## config.mk

```make
export PLATFORM = sky130hd
export DESIGN_NAME = sobel_mdc_out_packer
export DESIGN_NICKNAME = d
export VERILOG_FILES = /design/src/rtl/sobel_mdc_out_packer.sv
export SDC_FILE = /design/constraint.sdc
export NUM_CORES = 1
export LEC_CHECK = 0
export BUFFER_PORTS_ARGS = -buffer_cell sky130_fd_sc_hd__buf_2
export CORE_UTILIZATION = 30
export CTS_CLUSTER_DIAMETER = 80
export DETAILED_ROUTE_END_ITERATION = 16
export PLACE_DENSITY = 0.51
export SLEW_MARGIN = 40
export SYNTH_ARGS = -nofsm -noshare
export SYNTH_HDL_FRONTEND = slang
export SYNTH_SLANG_ARGS = --single-unit
```

## constraint.sdc

```tcl
create_clock -name clk_i -period 6.3 [get_ports clk_i]
set_input_delay 0.63 -clock clk_i [delete_from_list [all_inputs] [get_ports clk_i]]
set_output_delay 0.63 -clock clk_i [all_outputs]
set_load 0.005 [all_outputs]
```

## src/rtl/sobel_mdc_out_packer.sv

```systemverilog
// Packs one pixel per input word into four-lane output words with byte strobes and an end-of-frame flag.
// Optional macro SOBEL_MDC_PACK_SAT_EN: clamp the signed input word to [0,255] instead of truncating it.
module sobel_mdc_out_packer #(
    parameter int DATA_WIDTH = 32,
    parameter int PIX_WIDTH  = 8,
    parameter int LEN_WIDTH  = 16
) (
    input  logic                    clk_i,
    input  logic                    rst_i,
    input  logic                    start_i,
    input  logic [LEN_WIDTH-1:0]    frame_len_i,
    input  logic [DATA_WIDTH-1:0]   in_data_i,
    input  logic                    in_valid_i,
    output logic                    in_ready_o,
    output logic [DATA_WIDTH-1:0]   out_data_o,
    output logic [DATA_WIDTH/8-1:0] out_strb_o,
    output logic                    out_last_o,
    output logic                    out_valid_o,
    input  logic                    out_ready_i,
    output logic                    busy_o,
    output logic                    done_o
);

    localparam int LANES  = DATA_WIDTH / PIX_WIDTH;
    localparam int LANE_W = $clog2(LANES);
    localparam int STRB_W = DATA_WIDTH / 8;

    typedef enum logic [1:0] {IDLE, PACK, DRAIN} state_t;

    state_t                state_q, state_d;
    logic [LEN_WIDTH-1:0]  len_q, len_d;
    logic [LEN_WIDTH-1:0]  pix_cnt_q, pix_cnt_d;
    logic [LANE_W-1:0]     lane_cnt_q, lane_cnt_d;
    logic [DATA_WIDTH-1:0] acc_q, acc_d;
    logic [DATA_WIDTH-1:0] out_data_q, out_data_d;
    logic [STRB_W-1:0]     out_strb_q, out_strb_d;
    logic                  out_last_q, out_last_d;
    logic                  out_valid_q, out_valid_d;
    logic                  done_q, done_d;

    logic [PIX_WIDTH-1:0]  pix;
    logic [DATA_WIDTH-1:0] merged;
    logic [STRB_W-1:0]     strb_mask;
    logic                  in_ready;
    logic                  in_fire;
    logic                  out_fire;
    logic                  is_last;
    logic                  complete;

`ifdef SOBEL_MDC_PACK_SAT_EN
    function automatic logic [PIX_WIDTH-1:0] sat_pixel(input logic signed [DATA_WIDTH-1:0] word);
        if (word[DATA_WIDTH-1]) begin
            return '0;
        end else if (|word[DATA_WIDTH-2:PIX_WIDTH]) begin
            return '1;
        end else begin
            return word[PIX_WIDTH-1:0];
        end
    endfunction

    assign pix = sat_pixel($signed(in_data_i));
`else
    logic unused_upper;
    assign unused_upper = ^in_data_i[DATA_WIDTH-1:PIX_WIDTH];
    assign pix          = in_data_i[PIX_WIDTH-1:0];
`endif

    // Accepting a pixel needs room in the output register, or that it empties this cycle.
    assign in_ready = (state_q == PACK) && (!out_valid_q || out_ready_i);
    assign in_fire  = in_valid_i && in_ready;
    assign out_fire = out_valid_q && out_ready_i;
    assign is_last  = (pix_cnt_q == len_q - LEN_WIDTH'(1));
    assign complete = (lane_cnt_q == LANE_W'(LANES - 1)) || is_last;

    always_comb begin
        merged    = acc_q;
        strb_mask = '0;
        for (int k = 0; k < LANES; k++) begin
            if (lane_cnt_q == LANE_W'(k)) begin
                merged[k*PIX_WIDTH +: PIX_WIDTH] = pix;
            end
        end
        for (int k = 0; k < STRB_W; k++) begin
            strb_mask[k] = (LANE_W'(k) <= lane_cnt_q);
        end
    end

    always_comb begin
        state_d     = state_q;
        len_d       = len_q;
        pix_cnt_d   = pix_cnt_q;
        lane_cnt_d  = lane_cnt_q;
        acc_d       = acc_q;
        out_data_d  = out_data_q;
        out_strb_d  = out_strb_q;
        out_last_d  = out_last_q;
        out_valid_d = out_valid_q;
        done_d      = 1'b0;

        if (out_fire) begin
            out_valid_d = 1'b0;
        end

        case (state_q)
            IDLE: begin
                if (start_i) begin
                    if (frame_len_i != '0) begin
                        len_d      = frame_len_i;
                        pix_cnt_d  = '0;
                        lane_cnt_d = '0;
                        acc_d      = '0;
                        state_d    = PACK;
                    end else begin
                        done_d = 1'b1;
                    end
                end
            end
            PACK: begin
                if (in_fire) begin
                    pix_cnt_d  = pix_cnt_q + LEN_WIDTH'(1);
                    lane_cnt_d = lane_cnt_q + LANE_W'(1);
                    if (complete) begin
                        // Loading here overrides the drop of out_valid from a same-cycle handshake.
                        out_data_d  = merged;
                        out_strb_d  = strb_mask;
                        out_last_d  = is_last;
                        out_valid_d = 1'b1;
                        acc_d       = '0;
                        lane_cnt_d  = '0;
                    end else begin
                        acc_d = merged;
                    end
                    if (is_last) begin
                        state_d = DRAIN;
                    end
                end
            end
            DRAIN: begin
                if (out_fire) begin
                    done_d  = 1'b1;
                    state_d = IDLE;
                end
            end
            default: state_d = IDLE;
        endcase
    end

    always_ff @(posedge clk_i) begin
        if (rst_i) begin
            state_q     <= IDLE;
            len_q       <= '0;
            pix_cnt_q   <= '0;
            lane_cnt_q  <= '0;
            acc_q       <= '0;
            out_data_q  <= '0;
            out_strb_q  <= '0;
            out_last_q  <= 1'b0;
            out_valid_q <= 1'b0;
            done_q      <= 1'b0;
        end else begin
            state_q     <= state_d;
            len_q       <= len_d;
            pix_cnt_q   <= pix_cnt_d;
            lane_cnt_q  <= lane_cnt_d;
            acc_q       <= acc_d;
            out_data_q  <= out_data_d;
            out_strb_q  <= out_strb_d;
            out_last_q  <= out_last_d;
            out_valid_q <= out_valid_d;
            done_q      <= done_d;
        end
    end

    assign in_ready_o  = in_ready;
    assign out_data_o  = out_data_q;
    assign out_strb_o  = out_strb_q;
    assign out_last_o  = out_last_q;
    assign out_valid_o = out_valid_q;
    assign busy_o      = (state_q != IDLE);
    assign done_o      = done_q;

endmodule
```

==> out/qor.txt <==
final antenna-violating net count -> 0
Yosys reg bits -> 107
EDFF count, synth -> 0
count of cell types in the netlist -> 53
FMAX -> 261.5 MHz
final wirelength -> 13110 um
Peak supply drop -> 0.1349 mV
Gates resized, CTS repair -> 0
IO Pins -> 94
Main synth FF type -> dfxtp_1
Worst Path Arrival -> 4.08 ns
final design utilization -> 0.3526
outcome -> finished, final reports clean
DR pass1 iterations -> 4
H-tree levels -> 3
CP max FO -> 28
Setup crit start kind -> flip-flop
Max Slew Vio Count -> 0
Seq/Total Area, Yosys -> 0.3865
Final period util -> 0.6071
# DRC -> 0
die height -> 137.9 um
Cell Rows -> 49
width of the chip -> 137.9 um
P&R area growth vs syn -> 14.67%
drt wl/cell -> 15.05 um
CTS clk-pin slew, worst paths -> 0.08 ns
setup_tns -> 0 ns
IO Port Bufs -> 69
DIE AREA -> 19020 um2
critical-path cell list -> inv_1, ha_1, or3b_2, nor4b_1, o211ai_1, a22oi_1, nand4_1, buf_4, o31a_4, mux2_4
Worst path slowest cell -> or3b_2
routed vias/inst -> 4.970
syn avg cell area -> 9.300 um2
Leak Pwr -> 2.725 nW
worst slew pin tran -> 0.8082 ns
WHS -> 0.4613 ns
clk buf depth -> 2
YS warnings -> 0
Setup Buffers After CTS -> 0
max-cap viol count -> 0
Critical Path End Type -> flip-flop
initial antenna violation count -> 0
Mapped Cells -> 596
via count -> 4329
Synth Cell Area -> 5543 um2
Initial Util -> 0.3075
Min Clock Period, post-route -> 3.824 ns
antenna fix cells -> 0
Post-Route Skew -> 0.02443 ns
PD cells -> 252.2 nW/um2
All-Layer GR Usage -> 0.1445
CTS buffer count -> 9
Area contributors post-synth -> dfxtp_1 39%, mux2i_1 13%, mux2_4 4.6%
synthesized net count -> 656
Final Hold Fails -> 0
core area -> 18020 um2
Final #Nets -> 697
GR Overflow Total -> 0
Initial DRC Count -> 260
first-pass GRT wire length -> 21240 um
RSZ-0062 raised after global routing -> no
clk sink count -> 107
vias in the first global route -> 4224
cell taking the most area after synthesis -> dfxtp_1
# setup viols final -> 0
Data required, critical path -> 6.56 ns
root buffer cell -> clkbuf_16
Rel. slew slack -> 0.4562
layout cells sized above 1 -> 0.1963
worst-skew pair later-pin latency -> 0.37 ns
hold buffers post-CTS -> 0
Yosys top cell area share -> 0.3865
setup slack, reg-to-reg -> 2.48 ns
CP peak stage delay -> 0.54 ns
Synth async-reset ratio -> 0
CTS tree -> yes
HP Class -> reg2reg
final RePlAce weighted congestion -> 0.8601
largest net degree at the start of global routing -> 48
Crit Path Class -> reg2reg
dpl hpwl -> 9101 um
final cells by class:
type	instances	area, um2
clock buffers	9	225.2
fillers	1866	11670
flip-flops and latches	107	2142
repair buffers	74	382.9
clock inverters	7	96.34
well taps	229	286.5
multi-input cells	435	3186
inverters	10	37.54
cell usage in the layout, fill, tap and decap left out, types with 12 or more instances in the layout:
| cell type | n |
|---|---|
| mux2_4 | 17 |
| nor2b_1 | 34 |
| nand2_1 | 22 |
| nand3_1 | 12 |
| mux2i_1 | 74 |
| buf_2 | 69 |
| a21oi_1 | 44 |
| dfxtp_1 | 107 |
| or4_1 | 13 |
| nor2_1 | 57 |
| xnor2_1 | 19 |
stage by stage:
step | cell area [um2] | cells | power (mW) | setup slack, ns
2_1_floorplan | 5543 | 596 | 0.9420 | 3.520
3_3_place_gp | 6017 | 854 | 1.013 | 2.178
5_1_grt | 6356 | 871 | 1.684 | 2.171
6_report | 6356 | 871 | 1.603 | 2.476
4_1_cts | 6346 | 870 | 1.625 | 2.212
3_5_place_dp | 6025 | 854 | 1.021 | 2.218
state kept, by name, indices dropped and copies added (netlist names):
signal / flops
lane_cnt_q: 2
acc_q: 32
out_data_o: 32
out_last_o: 1
out_strb_o: 4
state_q: 2
out_valid_o: 1
pix_cnt_q: 16
done_o: 1
len_q: 16
cell usage after synthesis, types with 2 or more instances:
master and instances:
o21a_1 3, nor3_1 5, nand4_1 4, nand3b_1 3, and2_1 2, o21ai_0 9, o211ai_1 3, nand2_1 22
xor2_1 10, nand4b_1 2, a31oi_1 9, nand3_1 12, or3_1 10, a21boi_0 4, mux2_4 17, buf_1 2
clkbuf_1 38, a21oi_1 44, nor2b_1 35, mux2i_1 74, buf_6 3, or2_2 3, nor2_1 57, o211a_1 2
or4_4 2, nor4_1 5, mux2_2 9, a22oi_1 2, and4_1 2, nand2b_1 7, or4_1 13, o31ai_1 4
a221oi_1 8, inv_1 10, a21boi_1 4, and3_1 10, dfxtp_1 107, xnor2_1 19, ha_1 7
where the power goes:
part           internal, mW  switching (mW)
logic                 0.120           0.150
registers             0.706          0.0274
clock network         0.291           0.309
kinds of logic after synthesis:
| logic type | synth area share |
|---|---|
| simple gates | 0.1937 |
| flops | 0.3865 |
| compound gates | 0.1154 |
| mux | 0.1980 |
| buf+inv | 0.04086 |
| xor+xnor | 0.04989 |
| fa+ha+maj | 0.01580 |
critical path: cells and delay by family (launching register included):
| family | cells | cell delay (ns) |
|---|---|---|
| and+or+nand+nor | 3 | 1.26 |
| AOI/OAI and AO/OA | 3 | 0.81 |
| buffers and inverters | 2 | 0.44 |
| adders and majority gates | 1 | 0.44 |
| DFF | 1 | 0.38 |
| muxes | 1 | 0.36 |
layer usage:
metal  part of all wire  wire [um]  vias up  track usage
met5                  0          0        -            0
met4              0.011        146        0      0.04046
met3              0.033        433       10      0.03728
met2               0.49       6368       63       0.2442
met1               0.47       6157     2058       0.1802
li1                   -          -     2198            -
worst paths after layout:
check                 from             end  cells past startpoint
max               len_q[0]  out_data_o[18]                     10
min reg2reg  out_strb_o[0]   out_strb_o[0]                      2
min          out_strb_o[0]   out_strb_o[0]                      2
max reg2reg       len_q[0]  out_data_o[18]                     10
Power figures use the tool's default switching activity.
